[src/rtl/sum_seq_n_pkg.sv]
// sum_pkg: shared types for the sequential K-bit-per-cycle adder (sum_seq_n).
//   state_t   : FSM state encoding
//   cnt_width : chunk-counter width for P chunks (clog2 of P, at least 1 bit)
package sum_pkg;

   typedef enum logic [1:0] {
      ST_IDLE = 2'd0,
      ST_RUN  = 2'd1,
      ST_DONE = 2'd2
   } state_t;

   function automatic int cnt_width(input int p);
      return (p > 1) ? $clog2(p) : 1;
   endfunction

endpackage

[src/rtl/sum_seq_n_if.sv]
// sum_seq_n_if: request/result bundle for sum_seq_n.
//   master : drives start, sub, a, b; receives busy, done, y, cout, ovf, zero
//   slave  : the adder side
interface sum_seq_n_if #(
   parameter int M = 16
);
   logic         start;
   logic         sub;
   logic [M-1:0] a;
   logic [M-1:0] b;
   logic         busy;
   logic         done;
   logic [M-1:0] y;
   logic         cout;
   logic         ovf;
   logic         zero;

   modport master (
      output start, sub, a, b,
      input  busy, done, y, cout, ovf, zero
   );

   modport slave (
      input  start, sub, a, b,
      output busy, done, y, cout, ovf, zero
   );
endinterface

[src/rtl/sum_seq_n_chunk.sv]
// sum_chunk: K-bit combinational ripple-carry adder slice.
//   a, b  : K-bit operands
//   cin   : carry in
//   s     : K-bit sum
//   cout  : carry out of the slice MSB
//   c_msb : carry into the slice MSB (used for overflow on the top chunk)
module sum_chunk #(
   parameter int K = 4
) (
   input  logic [K-1:0] a,
   input  logic [K-1:0] b,
   input  logic         cin,
   output logic [K-1:0] s,
   output logic         cout,
   output logic         c_msb
);

   logic [K:0] c;

   always_comb begin
      s    = '0;
      c    = '0;
      c[0] = cin;
      for (int j = 0; j < K; j++) begin
         s[j]   = a[j] ^ b[j] ^ c[j];
         c[j+1] = (a[j] & b[j]) | (c[j] & (a[j] ^ b[j]));
      end
   end

   assign cout  = c[K];
   assign c_msb = c[K-1];

endmodule

[src/rtl/sum_seq_n.sv]
// sum_seq_n: sequential adder/subtractor, K bits per clock, M-bit operands.
//   clk   : rising-edge clock
//   rst_n : synchronous reset, active low
//   bus   : sum_seq_n_if.slave (start/sub/a/b in; busy/done/y/cout/ovf/zero out)
// Optional feature: define SUM_SEQ_SAT_EN to saturate y on signed overflow;
// otherwise y wraps modulo 2^M. cout/ovf always describe the raw sum.
//
// state   | meaning
// --------+------------------------------------------------------------
// ST_IDLE | waiting for start
// ST_RUN  | adding one K-bit chunk per cycle, busy=1
// ST_DONE | results registered, done=1 for this single cycle
module sum_seq_n
   import sum_pkg::*;
#(
   parameter int M = 16,
   parameter int K = 4
) (
   input  logic         clk,
   input  logic         rst_n,
   sum_seq_n_if.slave   bus
);

   localparam int P  = M / K;
   localparam int CW = cnt_width(P);

   state_t         state_q;
   logic [CW-1:0]  cnt_q;
   logic           carry_q;
   logic [M-1:0]   a_q;
   logic [M-1:0]   b_q;
   logic [M-1:0]   sum_q;

   logic           busy_q;
   logic           done_q;
   logic [M-1:0]   y_q;
   logic           cout_q;
   logic           ovf_q;
   logic           zero_q;

   logic [K-1:0]   ch_a;
   logic [K-1:0]   ch_b;
   logic [K-1:0]   ch_s;
   logic           ch_cout;
   logic           ch_cmsb;
   logic [M-1:0]   res_raw_d;
   logic [M-1:0]   res_y_d;
   logic           ovf_d;
   logic           last_chunk;

   assign ch_a = a_q[cnt_q*K +: K];
   assign ch_b = b_q[cnt_q*K +: K];

   sum_chunk #(.K(K)) u_chunk (
      .a     (ch_a),
      .b     (ch_b),
      .cin   (carry_q),
      .s     (ch_s),
      .cout  (ch_cout),
      .c_msb (ch_cmsb)
   );

   // Partial result with the current chunk merged in; on the last chunk this
   // is the complete sum.
   always_comb begin
      res_raw_d = sum_q;
      res_raw_d[cnt_q*K +: K] = ch_s;
   end

   assign ovf_d      = ch_cmsb ^ ch_cout;
   assign last_chunk = (cnt_q == CW'(P - 1));

`ifdef SUM_SEQ_SAT_EN
   // On overflow both operand MSBs are equal, so a's MSB gives the direction.
   always_comb begin
      res_y_d = res_raw_d;
      if (ovf_d) begin
         res_y_d = a_q[M-1] ? {1'b1, {(M-1){1'b0}}} : {1'b0, {(M-1){1'b1}}};
      end
   end
`else
   assign res_y_d = res_raw_d;
`endif

   always_ff @(posedge clk) begin
      if (!rst_n) begin
         state_q <= ST_IDLE;
         cnt_q   <= '0;
         carry_q <= 1'b0;
         a_q     <= '0;
         b_q     <= '0;
         sum_q   <= '0;
         busy_q  <= 1'b0;
         done_q  <= 1'b0;
         y_q     <= '0;
         cout_q  <= 1'b0;
         ovf_q   <= 1'b0;
         zero_q  <= 1'b0;
      end else begin
         done_q <= 1'b0;
         case (state_q)
            ST_IDLE, ST_DONE: begin
               if (bus.start) begin
                  a_q     <= bus.a;
                  b_q     <= bus.sub ? ~bus.b : bus.b;
                  carry_q <= bus.sub;
                  cnt_q   <= '0;
                  state_q <= ST_RUN;
                  busy_q  <= 1'b1;
               end else begin
                  state_q <= ST_IDLE;
               end
            end
            ST_RUN: begin
               sum_q   <= res_raw_d;
               carry_q <= ch_cout;
               cnt_q   <= cnt_q + 1'b1;
               if (last_chunk) begin
                  state_q <= ST_DONE;
                  busy_q  <= 1'b0;
                  done_q  <= 1'b1;
                  y_q     <= res_y_d;
                  cout_q  <= ch_cout;
                  ovf_q   <= ovf_d;
                  zero_q  <= (res_y_d == '0);
               end
            end
            default: begin
               state_q <= ST_IDLE;
               busy_q  <= 1'b0;
            end
         endcase
      end
   end

   assign bus.busy = busy_q;
   assign bus.done = done_q;
   assign bus.y    = y_q;
   assign bus.cout = cout_q;
   assign bus.ovf  = ovf_q;
   assign bus.zero = zero_q;

endmodule
[src/flat_wrapper.sv]
// flat-port wrapper written by rule: the top's interface ports become plain ports
module sum_seq_n_flat import sum_pkg::*;
#(
   parameter int M = 16,
   parameter int K = 4
)
  (clk, rst_n, bus_start, bus_sub, bus_a, bus_b, bus_busy, bus_done, bus_y, bus_cout, bus_ovf, bus_zero);
  sum_seq_n_if #(.M(M)) bus_i ();
  input  logic clk;
  input  logic rst_n;
  input wire logic [$bits(bus_i.start)-1:0] bus_start;
  input wire logic [$bits(bus_i.sub)-1:0] bus_sub;
  input wire logic [$bits(bus_i.a)-1:0] bus_a;
  input wire logic [$bits(bus_i.b)-1:0] bus_b;
  output wire logic [$bits(bus_i.busy)-1:0] bus_busy;
  output wire logic [$bits(bus_i.done)-1:0] bus_done;
  output wire logic [$bits(bus_i.y)-1:0] bus_y;
  output wire logic [$bits(bus_i.cout)-1:0] bus_cout;
  output wire logic [$bits(bus_i.ovf)-1:0] bus_ovf;
  output wire logic [$bits(bus_i.zero)-1:0] bus_zero;
  assign bus_i.start = bus_start;
  assign bus_i.sub = bus_sub;
  assign bus_i.a = bus_a;
  assign bus_i.b = bus_b;
  assign bus_busy = bus_i.busy;
  assign bus_done = bus_i.done;
  assign bus_y = bus_i.y;
  assign bus_cout = bus_i.cout;
  assign bus_ovf = bus_i.ovf;
  assign bus_zero = bus_i.zero;
  sum_seq_n #(.M(M), .K(K)) u_core (.clk(clk), .rst_n(rst_n), .bus(bus_i));
endmodule
[config.mk]
export PLATFORM = sky130hd
export DESIGN_NAME = sum_seq_n_flat
export DESIGN_NICKNAME = d
export VERILOG_FILES = /design/src/rtl/sum_seq_n_pkg.sv /design/src/rtl/sum_seq_n_if.sv /design/src/rtl/sum_seq_n_chunk.sv /design/src/rtl/sum_seq_n.sv /design/src/flat_wrapper.sv
export SDC_FILE = /design/constraint.sdc
export NUM_CORES = 1
export LEC_CHECK = 0
export ABC_CLOCK_PERIOD_IN_PS = 8700
export CAP_MARGIN = 30
export CORE_MARGIN = 1.5
export CORE_UTILIZATION = 58
export CTS_CLUSTER_DIAMETER = 50
export DETAILED_ROUTE_END_ITERATION = 8
export GPL_TIMING_DRIVEN = 1
export PLACE_DENSITY_LB_ADDON = 0.1
export SKIP_CTS_REPAIR_TIMING = 1
export SLEW_MARGIN = 20
export SYNTH_ARGS = -nofsm -noshare
export SYNTH_HDL_FRONTEND = slang
export SYNTH_HIERARCHICAL = 1
export SYNTH_SLANG_ARGS = --single-unit
[constraint.sdc]
create_clock -name clk -period 8.7 [get_ports clk]
set_input_delay 1.74 -clock clk [delete_from_list [all_inputs] [get_ports clk]]
set_output_delay 1.74 -clock clk [all_outputs]
set_load 0.05 [all_outputs]
# After elaboration in Yosys (flattened, before gate mapping)
# Cells that the tools add are included.
# op_classes
shifts,4
n_reduce_logical,9
n_eq_ne,5
mux,13
n_bitwise,22
addsub,2
# ops
operator,n
$neg 4->34,1
$shift 4x34->16 const A,1
$shiftx 4x34->16,1
$shiftx 16x5->4,2
$bwmux 16,1
$logic_not 16->1,1
$mux 16,1
$not 16->16,1
$reduce_and 2->1,5
$xor 1x1->1,9
$and 1x1->1,8
$pmux 2 s2,2
$mux 1,5
$eq 2x2->1 const B,2
$mux 2,2
$or 1x1->1,4
$pmux 1 s2,2
$add 2x1->2 const B,1
$eq 2x1->1 const B,1
$logic_not 2->1,1
$ne 2x1->1 const B,1
$ne 2x2->1 const B,1
$reduce_bool 2->1,1
$reduce_or 2->1,1
# totals
reg_bits,74
out_inout_bits,21
input_bits,36

# Longest topological paths before layout
# Gate-level depths: netlist of the first run.
# depth
word_depth,12
depth_mapped,12
mapped_depth_nobuf,11

# Modules after synthesis
# The synthesis of the first run kept the hierarchy.
# modules_own_cells
mod,n_inst,cells_per_inst,area_each_um2,seq_area_each_um2
sum_seq_n,1,366,3455.8,1481.4
sum_chunk,1,12,110.1,0.0

# Least setup slack after synthesis of the first run
# Ideal clock, no wire load.
# synth_path
path_type,register to register
from,reg u_core.cnt_q[0]
to,"reg u_core.zero_q, in the netlist u_core/bus.zero"
t_arrival_ps,3249
required_ps,8612
path_stages_with_launch,12
setup_time_ps,88
path_buffers,1
synth_period_minus_slack_ps,3337
slack_ps,5363
cell_sequence,dfxtp_1 > buf_2 > mux4_2 > fa_1 > inv_1 > fa_1 > fa_1 > inv_1 > fa_1 > a41oi_1 > nand4b_1 > o32ai_2
# synth_between
elab_chain_len,12
elab_cells_between_ends,26
# synth_rtl
item,line_no,source
"start, declared",sum_seq_n.sv:28,logic [CW-1:0] cnt_q;
"start signal, assigned",sum_seq_n.sv:117,cnt_q <= cnt_q + 1'b1;
$shiftx 16x5->4 (*),sum_seq_n.sv:51,assign ch_a = a_q[cnt_q*K +: K];
net u_core.ch_a[0],sum_seq_n.sv:41,logic [K-1:0] ch_a;
$xor 1x1->1,sum_seq_n_chunk.sv:26,c[j+1] = (a[j] & b[j]) | (c[j] & (a[j] ^ b[j]));
$and 1x1->1,sum_seq_n_chunk.sv:26,
$or 1x1->1 (*),sum_seq_n_chunk.sv:26,
$and 1x1->1 (*),sum_seq_n_chunk.sv:26,
$or 1x1->1 (*),sum_seq_n_chunk.sv:26,
$and 1x1->1 (*),sum_seq_n_chunk.sv:26,
$or 1x1->1 (*),sum_seq_n_chunk.sv:26,
net u_core.ch_cmsb,sum_seq_n.sv:45,logic ch_cmsb;
$xor 1x1->1 (*),sum_seq_n_chunk.sv:25,s[j] = a[j] ^ b[j] ^ c[j];
net u_core.ch_s[3],sum_seq_n.sv:43,logic [K-1:0] ch_s;
$shiftx 4x34->16 (*),sum_seq_n.sv:67,res_raw_d[cnt_q*K +: K] = ch_s;
$bwmux 16 (*),sum_seq_n.sv:67,
$logic_not 16->1 (*),sum_seq_n.sv:125,zero_q <= (res_y_d == '0);
"end signal, assigned",sum_seq_n.sv:125,
"end, declared",sum_seq_n.sv:39,logic zero_q;
# The timed path passes the listed nets; every way through them passes the cells marked *.
# A chain may end at the register's enable or synchronous reset.

# Worst setup path in the final report of the first run
# Same ends and word-level chain as after synthesis.

==> impl_metrics.env, run 1 <==
export IMPL_pre_cts_slack_ps=4960
export IMPL_fin_skew_ps=10.9
export IMPL_cts_root_buf="clkbuf_8"
export IMPL_ff_latch_area_um2=1480
export IMPL_portBuffers=56
export IMPL_post_route_min_period_ps=3780
export IMPL_vias=2795
export IMPL_clk_pin_slew_worst_paths_ps=80
export IMPL_dp_hpwl_mm=4.76
export IMPL_cts_max_level=3
export IMPL_netlist_instances=378
export IMPL_io_pins=57
export IMPL_syn_nets=424
export IMPL_holdCritPathClass="reg2reg"
export IMPL_core_um2=5920
export IMPL_avgSynthCellArea_um2=9.43
export IMPL_layout_common_cells="nand2_1 (84), dfxtp_1 (74), clkdlybuf4s50_1 (55)"
export IMPL_placedCellCount=483
export IMPL_critPathKind="reg2reg"
export IMPL_syn_to_final_growth_pct=20.8
export IMPL_drv_slew=0
export IMPL_fmax_mhz=265
export IMPL_rsz0062_at_grt="false"
export IMPL_synthFlopType="dfxtp_1"
export IMPL_start_util=0.602
export IMPL_cellPowerDensity_nw_per_um2=169
export IMPL_synth_warnings=6
export IMPL_cts_tree="done"
export IMPL_cap_violations=0
export IMPL_fin_nets=466
export IMPL_yosysSeqAreaShare=0.415
export IMPL_grt_pass1_vias=2565
export IMPL_synth_top_area_frac=0.415
export IMPL_rows=28
export IMPL_totalWireLength_mm=7.11
export IMPL_ys_top_cells_by_area="dfxtp_1 (42%), o211a_1 (13%), nand2_1 (8.8%)"
export IMPL_critPathLaunchType="flip-flop"
export IMPL_r2r_start="u_core/cnt_q[0]"
export IMPL_synth_cell_type_count=40
export IMPL_finalSetupViolations=0
export IMPL_status="finished, final reports clean"
export IMPL_worst_slack_ps=4920
export IMPL_via_per_inst=5.59
export IMPL_die_w_um=81.4
export IMPL_drive_gt1_frac=0.0776
export IMPL_syn_area_um2=3570
export IMPL_clock_path_buffers=2
export IMPL_cts_sinks=74
export IMPL_wl_per_cell_um=14.2
export IMPL_worst_slew_pin_slew_ps=913
export IMPL_fin_cells=500
export IMPL_final_setup_tns_ps=0
export IMPL_drtAntennaViolNets=0
export IMPL_cp_end_kind="flip-flop"
export IMPL_fin_crit_sh=0.434
export IMPL_min_from="u_core/a_q[15]"
export IMPL_synth_edff_count=0
export IMPL_num_antenna_cells=0
export IMPL_critPathMaxFanout=19
export IMPL_fill_cells=466
export IMPL_dr_pass1_iters=5
export IMPL_cts_buffers=9
export IMPL_drt_initial_drc_count=145
export IMPL_power_w=0.000727
export IMPL_die_h_um=81.4
export IMPL_die_area_um2=6630
export IMPL_async_flop_share=0
export IMPL_ys_ff_latch=74
export IMPL_antenna_found_initial=0
export IMPL_mostFrequentLayoutCell="nand2_1"
export IMPL_grt_use_total=0.233
export IMPL_multiInputGateArea_um2=1930
export IMPL_drc=0
export IMPL_globalplace_congestion=0.846
export IMPL_clkLatencyLatePin_ps=340
export IMPL_grt_pass1_wl_mm=11.6
export IMPL_grt_overflow=0
export IMPL_ir_drop_mv=0.121
export IMPL_leakage_nw=2.03
export IMPL_cp_data_required_time_ps=8960
export IMPL_cp_arrival_ps=4040
export IMPL_grt_max_degree=75
export IMPL_hold_viol_final=0
export IMPL_crit_start="u_core/cnt_q[0]"
export IMPL_maxSlewHeadroom=0.389
export IMPL_yosys_area_top_type="dfxtp_1"
-- critical path, cell delays in order (launching register included) --
cell      delay (ps)
dfxtp_1          910
mux4_2           620
fa_1             440
inv_1             80
fa_1             180
fa_1             160
inv_1             70
fa_1             540
a41oi_1          340
nand4b_1         150
o32ai_2          200
-- registers in the layout (all words and copies together) (netlist names), 2 cells and up --
name	count
u_core/sum_q	16
u_core/state_q	2
u_core/b_q	16
u_core/a_q	16
u_core/bus.y	16
u_core/cnt_q	2
-- per-layer routing --
metal | global-route usage | wire length [um] | vias to the layer above
li1 | - | - | 1392
met1 | 0.275 | 3110 | 1316
met2 | 0.397 | 3580 | 68
met3 | 0.0444 | 233 | 19
met4 | 0.128 | 184 | 0
met5 | 0 | 0 | -
-- area by class of cell --
type	instances	share of cell area
clock buffer	13	0.0346
clock inverter	3	0.00348
inverter	12	0.0105
multi-input combinational	263	0.447
sequential	74	0.344
tap	75	0.0218
timing repair buffer	60	0.139
-- metrics by stage --
step | hold WS [ps] | cell area (um2) | util
final | 466 | 4310 | 0.728
after global routing | 489 | 4310 | 0.728
after CTS | 469 | 4290 | 0.724
after detailed placement | 460 | 4130 | 0.697
after global placement | 450 | 4130 | 0.697
after floorplan | 440 | 3570 | -
-- worst paths after layout --
check	end	slack [ps]	depth (start not counted)
worst max-delay path	u_core/bus.zero	4920	10
worst min-delay path	u_core/a_q[15]	470	2
worst max register to register	u_core/bus.zero	4920	10
worst min register to register	u_core/a_q[15]	470	2
-- synth_stat cells, types with 2 or more instances --
cell,number
nand2_1,84
o211a_1,45
nand2b_1,3
mux2i_1,3
nor2_1,4
xnor2_1,17
dfxtp_1,74
buf_2,3
a31oi_1,7
ha_1,6
and2_1,2
o21ai_0,5
inv_1,12
nor3_2,2
a21oi_1,7
nand3_1,5
fa_1,4
a21boi_0,18
clkbuf_1,24
a22oi_1,4
mux4_2,8
nor2b_1,23
-- where the power goes --
part	leakage, nW	switching [W]	total [W]	internal (W)
clock network	0.0872	0.000120	0.000231	0.000110
logic	1.34	0.0000668	0.000126	0.0000594
registers	0.605	0.0000129	0.000370	0.000357
-- cell families (layout without fill, tap and decap cells) --
| logic type | after synthesis | after routing | share of synthesized area |
|---|---|---|---|
| fa+ha+maj | 10 | 10 | 0.0435 |
| simple gates | 134 | 134 | 0.179 |
| buf+inv | 41 | 88 | 0.0463 |
| mux | 11 | 11 | 0.0589 |
| flops | 74 | 74 | 0.415 |
| compound gates | 91 | 91 | 0.215 |
| xor+xnor | 17 | 17 | 0.0418 |
(Power assumes the default switching activity.)
==> run 2, diff against run 1 <==
ABC_CLOCK_PERIOD_IN_PS = 3900   (was 8700)
CORE_UTILIZATION = 53   (was 58)
clock period = 3.9 ns   (was 8.7 ns; I/O delays follow)
==> impl_metrics.env, run 2 (synthesis results as in run 1) <==
export IMPL_finalSetupViolations=0
export IMPL_worst_slack_ps=375
export IMPL_fin_nets=468
export IMPL_maxSlewHeadroom=0.395
export IMPL_drt_initial_drc_count=154
export IMPL_wl_per_cell_um=14.5
export IMPL_fin_skew_ps=8.18
export IMPL_die_h_um=85.0
export IMPL_clk_pin_slew_worst_paths_ps=70
export IMPL_rrSetupSlack_ps=370
export IMPL_critPathKind="reg2reg"
export IMPL_cts_tree="done"
export IMPL_globalplace_congestion=0.874
export IMPL_cts_root_buf="clkbuf_8"
export IMPL_syn_to_final_growth_pct=21.6
export IMPL_leakage_nw=2.05
export IMPL_cp_arrival_ps=3790
export IMPL_rsz0062_at_grt="false"
export IMPL_via_per_inst=5.51
export IMPL_totalWireLength_mm=7.29
export IMPL_layout_common_cells="nand2_1 (84), dfxtp_1 (74), clkdlybuf4s50_1 (55)"
export IMPL_crit_start="u_core/cnt_q[0]"
export IMPL_drv_slew=0
export IMPL_rows=29
export IMPL_worst_slew_pin_slew_ps=904
export IMPL_die_area_um2=7230
export IMPL_grt_pass1_vias=2701
export IMPL_r2r_end="u_core/bus.zero"
export IMPL_io_pins=57
export IMPL_cellPowerDensity_nw_per_um2=388
export IMPL_critPathCapture="u_core/bus.zero"
export IMPL_status="finished, final reports clean"
export IMPL_drive_gt1_frac=0.0867
export IMPL_fin_crit_sh=0.904
export IMPL_portBuffers=56
export IMPL_dp_hpwl_mm=4.99
export IMPL_clock_path_buffers=2
export IMPL_critPathMaxFanout=14
export IMPL_hold_viol_final=0
export IMPL_drc=0
export IMPL_critPathLaunchType="flip-flop"
export IMPL_cts_max_level=3
export IMPL_cap_violations=0
export IMPL_grt_overflow=0
export IMPL_holdCritPathClass="reg2reg"
export IMPL_grt_max_degree=74
export IMPL_post_route_min_period_ps=3530
export IMPL_fmax_mhz=284
export IMPL_antenna_found_initial=0
export IMPL_r2r_start="u_core/cnt_q[0]"
export IMPL_start_util=0.555
export IMPL_dr_pass1_iters=4
export IMPL_clkLatencyLatePin_ps=350
export IMPL_grt_use_total=0.217
export IMPL_fill_cells=551
export IMPL_cts_sinks=74
export IMPL_cts_buffers=9
export IMPL_drtAntennaViolNets=0
export IMPL_mostFrequentLayoutCell="nand2_1"
export IMPL_final_util=0.675
export IMPL_num_antenna_cells=0
export IMPL_vias=2775
export IMPL_ir_drop_mv=0.224
export IMPL_grt_pass1_wl_mm=12.3
export IMPL_core_um2=6420
export IMPL_r2r_cells=10
export IMPL_pre_cts_slack_ps=422
export IMPL_final_setup_tns_ps=0
export IMPL_cp_data_required_time_ps=4170
export IMPL_cp_end_kind="flip-flop"
export IMPL_die_w_um=85.0
[run 2: changes by cell type in the layout (fill, tap and decap cells not counted), sizes merged]
cell | previous run | this run
buf | 5 | 7
clkinv | 3 | 4
clkbuf | 13 | 10
clkinvlp | 0 | 1
bufinv | 0 | 1
[run 2: critical path, cell delays in order (launching register included)]
cell,delay [ps]
dfxtp_1,630
mux4_2,590
fa_1,420
inv_1,80
fa_1,200
fa_1,170
inv_1,70
fa_1,570
a41oi_1,350
nand4b_1,170
o32ai_2,200
[run 2: how the worst min path moves through the flow]
| stage | cells past startpoint | slack, ps | from | endpoint |
|---|---|---|---|---|
| after CTS | 2 | 470 | u_core/a_q[15] | u_core/a_q[15] |
| final | 2 | 460 | u_core/a_q[15] | u_core/a_q[15] |
| after floorplan | 2 | 440 | u_core/a_q[10] | u_core/a_q[10] |
| after detailed placement | 2 | 460 | u_core/a_q[15] | u_core/a_q[15] |
| after global placement | 2 | 450 | u_core/a_q[6] | u_core/a_q[6] |
| after global routing | 2 | 490 | u_core/a_q[10] | u_core/a_q[10] |
[run 2: report_power, final]
part           internal [W]  total, W  switching, W
Clock              0.000291  0.000572      0.000281
Combinational      0.000132  0.000287      0.000155
Sequential         0.000796  0.000823     0.0000265
[run 2: per-layer routing]
| layer | vias up | wire length, um | global-route usage |
|---|---|---|---|
| li1 | 1395 | - | - |
| met1 | 1308 | 3220 | 0.260 |
| met2 | 53 | 3620 | 0.367 |
| met3 | 19 | 243 | 0.0545 |
| met4 | 0 | 202 | 0.103 |
| met5 | - | 0 | 0 |
[run 2: through the flow]
stage | power (W) | std cells | cell area [um2] | hold WS, ps
floorplan | 0.00103 | 378 | 3570 | 440
global placement | 0.00112 | 488 | 4150 | 450
detailed placement | 0.00113 | 488 | 4150 | 458
CTS | 0.00170 | 504 | 4340 | 468
global route | 0.00177 | 504 | 4340 | 491
finish | 0.00168 | 504 | 4340 | 463
[run 2: area by class of cell]
cell class                      count  area [um2]  area share
Clock inverter                      6        57.6      0.0133
Timing Repair Buffer               62         601       0.139
Inverter                           12        45.0      0.0104
Clock buffer                       10         128      0.0294
Multi-Input combinational cell    263        1930       0.444
Tap cell                           77        96.3      0.0222
Sequential cell                    74        1480       0.342
